**config.mk**
```make
export PLATFORM = sky130hd
export DESIGN_NAME = xc_aesmix
export DESIGN_NICKNAME = d
export VERILOG_FILES = /design/src/rtl/xc_aesmix.sv
export SDC_FILE = /design/constraint.sdc
export NUM_CORES = 1
export LEC_CHECK = 0
export BUFFER_PORTS_ARGS = -buffer_cell sky130_fd_sc_hd__buf_2
export CORE_MARGIN = 10
export CORE_UTILIZATION = 37
export CTS_CLUSTER_SIZE = 16
export DETAILED_ROUTE_END_ITERATION = 8
export GPL_ROUTABILITY_DRIVEN = 0
export PLACE_DENSITY = 0.57
export SETUP_SLACK_MARGIN = 0.1
export SYNTH_ARGS = -nofsm -noshare
export SYNTH_HDL_FRONTEND = slang
export SYNTH_SLANG_ARGS = --single-unit
```
**constraint.sdc**
```tcl
create_clock -name clock -period 6.95 [get_ports clock]
set_clock_uncertainty 0.15 [all_clocks]
set_input_delay 0.3475 -clock clock [delete_from_list [all_inputs] [get_ports clock]]
set_output_delay 0.3475 -clock clock [all_outputs]
set_load 0.03 [all_outputs]
```
**src/rtl/xc_aesmix.sv**
```systemverilog
// xc_aesmix: AES MixColumns / InvMixColumns ISE unit, one 32-bit column per op.
// Build macro XC_AESMIX_RESULT_GATE_EN zeroes result whenever ready is low.
module xc_aesmix #(
  parameter logic FAST = 1'b0
) (
  input  logic        clock,
  input  logic        reset,
  input  logic        flush,
  input  logic        valid,
  input  logic [31:0] rs1,
  input  logic [31:0] rs2,
  input  logic        enc,
  output logic        ready,
  output logic [31:0] result
);

  function automatic logic [7:0] xt(input logic [7:0] x);
    return {x[6:0], 1'b0} ^ (x[7] ? 8'h1b : 8'h00);
  endfunction

  // One output byte; a is the byte at the output's own position.
  function automatic logic [7:0] mix(
    input logic       e,
    input logic [7:0] a,
    input logic [7:0] b,
    input logic [7:0] c,
    input logic [7:0] d
  );
    logic [7:0] a2, a4, a8, b2, b4, b8;
    logic [7:0] c2, c4, c8, d2, d4, d8;
    a2 = xt(a); a4 = xt(a2); a8 = xt(a4);
    b2 = xt(b); b4 = xt(b2); b8 = xt(b4);
    c2 = xt(c); c4 = xt(c2); c8 = xt(c4);
    d2 = xt(d); d4 = xt(d2); d8 = xt(d4);
    if (e)
      return a2 ^ b2 ^ b ^ c ^ d;
    return (a8 ^ a4 ^ a2) ^ (b8 ^ b2 ^ b)
         ^ (c8 ^ c4 ^ c) ^ (d8 ^ d);
  endfunction

  // Gated so the multipliers stay quiet while idle.
  logic [3:0][7:0] b;
  assign b = {rs2[31:16], rs1[15:0]} & {32{valid}};

  logic unused_ops;
  assign unused_ops = ^{rs1[31:16], rs2[15:0]};

  logic        rdy;
  logic [31:0] res;

  if (FAST) begin : g_fast
    logic unused_seq;
    assign unused_seq = clock ^ reset ^ flush;
    assign rdy = valid;
    assign res = {
      mix(enc, b[3], b[0], b[1], b[2]),
      mix(enc, b[2], b[3], b[0], b[1]),
      mix(enc, b[1], b[2], b[3], b[0]),
      mix(enc, b[0], b[1], b[2], b[3])
    };
  end else begin : g_seq
    typedef enum logic [1:0] {S0, S1, S2, S3} state_t;
    state_t          state_q, state_d;
    logic [2:0][7:0] r_q, r_d;
    logic [1:0]      k;
    logic [7:0]      o;

    assign k = state_q;
    assign o = mix(enc, b[k], b[k + 2'd1],
                   b[k + 2'd2], b[k + 2'd3]);

    always_comb begin
      state_d = state_q;
      r_d     = r_q;
      if (flush) begin
        state_d = S0;
      end else if (valid) begin
        unique case (state_q)
          S0: begin r_d[0] = o; state_d = S1; end
          S1: begin r_d[1] = o; state_d = S2; end
          S2: begin r_d[2] = o; state_d = S3; end
          S3: state_d = S0;
          default: state_d = S0;
        endcase
      end
    end

    always_ff @(posedge clock or posedge reset) begin
      if (reset) begin
        state_q <= S0;
        r_q     <= '0;
      end else begin
        state_q <= state_d;
        r_q     <= r_d;
      end
    end

    assign rdy = valid && (state_q == S3);
    assign res = {o, r_q[2], r_q[1], r_q[0]};
  end

  assign ready = rdy;
`ifdef XC_AESMIX_RESULT_GATE_EN
  assign result = rdy ? res : 32'h0;
`else
  assign result = res;
`endif

endmodule
```
==> out/results.ini <==
[clock_tree]
cts_resized = 0
clock_latency_ns = 0.26
clkSinkCount = 26
cts_setup_buffers = 0
cts-root-buf = clkbuf_8
cts_tree = built
cts_buffer_depth = 2
numCtsBuffers = 3
htreeDepth = 1
cts_hold_buf = 0
clk_pin_slew_ns = 0.09

[timing]
fin_hold_ws_ns = 0.116
min_period_over_period_pct = 71.6
setup_violations = 0
finalWorstSetupSlack_ns = 1.98
max_freq_mhz = 201
rsz0062_at_grt = no
finalHoldViolCount = 0
fin_crit_ns = 4.97
tightest_slew_ns = 0.977
final_max_slew_viol_count = 0
fin_tns_setup_ns = 0
relSlewSlack_pct = 34.8

[placed_design]
hpwl_um = 8500
io_buffers = 69
pre_cts_ws_ns = 2.28

[synthesis]
syn_area_um2 = 4090
synthCells = 455
yosysTopAreaCell = dfrtp_1
synth_edf_count = 0
synth_seq_area_share_pct = 15.9
async_flop_share_pct = 100
netlist_top_cells_count = xor2_1 (66), xnor2_1 (60), nand2_1 (54), dfrtp_1 (26), mux4_2 (23)
synth_ff_type = dfrtp_1
synth.most_common_cell = xor2_1
synth_area_leaders = dfrtp_1 (16%), xor2_1 (14%), xnor2_1 (13%)
yosysWarnings = 0
synth_top_area_share_pct = 15.9
synth.distinct_cells = 52
syn_nets = 529
avgSynthCellArea_um2 = 8.98
synth_seq_cells = 26

[grt]
grt_pass1_wl_um = 18200
track_usage_pct = 13.6
antenna_found_initial = 0
overflow = 0
grt_pass1_vias = 3413
grt_max_degree = 45

[power]
leakage_nw = 1.92
peakVddDrop_mv = 0.218
pwr_density_cell_nw_per_um2 = 288
power_mw = 1.28

[routing]
drt-initial-drc-count = 276
wl_per_cell_um = 17.6
totalWireLength_um = 11000
num_vias = 3346
drtPass1Iterations = 4
viasPerCell = 5.36
drc = 0
ant_nets = 0

[cells_and_area]
n_antenna_cell = 0
nNetsFinal = 559
multiInputGateArea_um2 = 3150
drive_above_1_share_pct = 24.6
register_area_um2 = 652
finish.utilization_pct = 41.0
syn_to_final_growth_pct = 8.88
nFillCells = 1104

[floorplanning]
die_w_um = 125
start_util_pct = 37.7
io_pins = 102
die_h_um = 125
dieArea_um2 = 15600
placementRows = 38
core-area_um2 = 10800

[setup_path]
crit_path_frequent_cell = buf_4
crit_buf_inv = 4
cp_data_arrival_time_ns = 4.48
start_kind = flip-flop
crit_fanout = 24
max_stage_delay_ns = 0.74
end_kind = output pin
cp_top_family = buffers and inverters
slowest_stage = ha_1
crit_type = reg2out
worstPathCellList = buf_4 > inv_1 > ha_1 > buf_4 > mux4_2 > xor2_1 > xnor2_1 > or3_1 > and4_4 > nor4_2 > nor2_1 > buf_2
critPathRequiredTime_ns = 6.45

[run_status]
status = completed

[run]
maxCapViolCount = 0

[hold_path]
min_path_type = in2reg

-- final timing paths --
check | startpoint | end | slack [ns] | cells after the start
max in group asynchronous | reset | g_seq.k[0] | 5.85 | 2
min in group asynchronous | reset | result[0] | 0.14 | 2
hold reg to reg | result[7] | result[7] | 0.33 | 2
hold / removal | flush | g_seq.k[0] | 0.12 | 2
setup / recovery | g_seq.k[1] | result[27] | 1.98 | 12
setup reg to reg | g_seq.k[1] | result[3] | 2.61 | 11
-- state kept, by name (all words and copies together) (netlist names) --
name,flops
result,24
g_seq.k,2
-- metrics by stage --
stage	instance area, µm²	std cells
final	4450	624
after global routing	4450	624
after CTS	4450	624
after detailed placement	4380	620
after global placement	4380	620
after floorplan	4090	455
-- cell families (layout without fill, tap and decap cells) --
kind of cell,count (synthesis),in the layout,share of synthesized area (%)
adders and majority gates,5,5,1.53
xor gates and xnor gates,135,135,32.1
muxes,55,55,21.1
AOI/OAI and AO/OA,63,63,9.74
buffers and inverters,57,86,7.10
and+or+nand+nor,114,114,12.6
DFF,26,26,15.9
-- where the power goes --
part / internal, mW / switching [mW]
sequential: 0.217 / 0.0325
clock: 0.0771 / 0.0483
combinational: 0.342 / 0.566
-- cell usage in the layout, fill, tap and decap left out, types with 6 or more instances in the layout --
cell type and count:
a21oi_1 9, o21ai_0 22, xnor2_1 60, dfrtp_1 25, nand3_1 14, mux4_2 23, nor3_1 9, buf_2 69
xnor3_1 6, mux2_2 12, mux2i_1 18, inv_1 9, xor2_1 66, nor2_1 21, nand2_1 54, o31ai_1 6
-- layer usage --
layer / part of all wire, % / track usage (%) / vias up / wire, µm
li1: - / - / 1633 / -
met3: 6.2 / 2.37 / 8 / 682
met5: 0 / 0 / - / 0
met2: 46 / 22.3 / 107 / 5110
met1: 47 / 18.3 / 1598 / 5140
met4: 0.64 / 2.44 / 0 / 70
-- layout make-up --
cell class / count / share of cell area [%]
multi-input combinational: 372 / 70.7
sequential: 26 / 14.7
inverter: 10 / 0.844
clock buffer: 3 / 0.928
timing repair buffer: 72 / 8.27
tap: 140 / 3.94
clock inverter: 1 / 0.675
No activity file was read; power rests on OpenSTA's default activity.
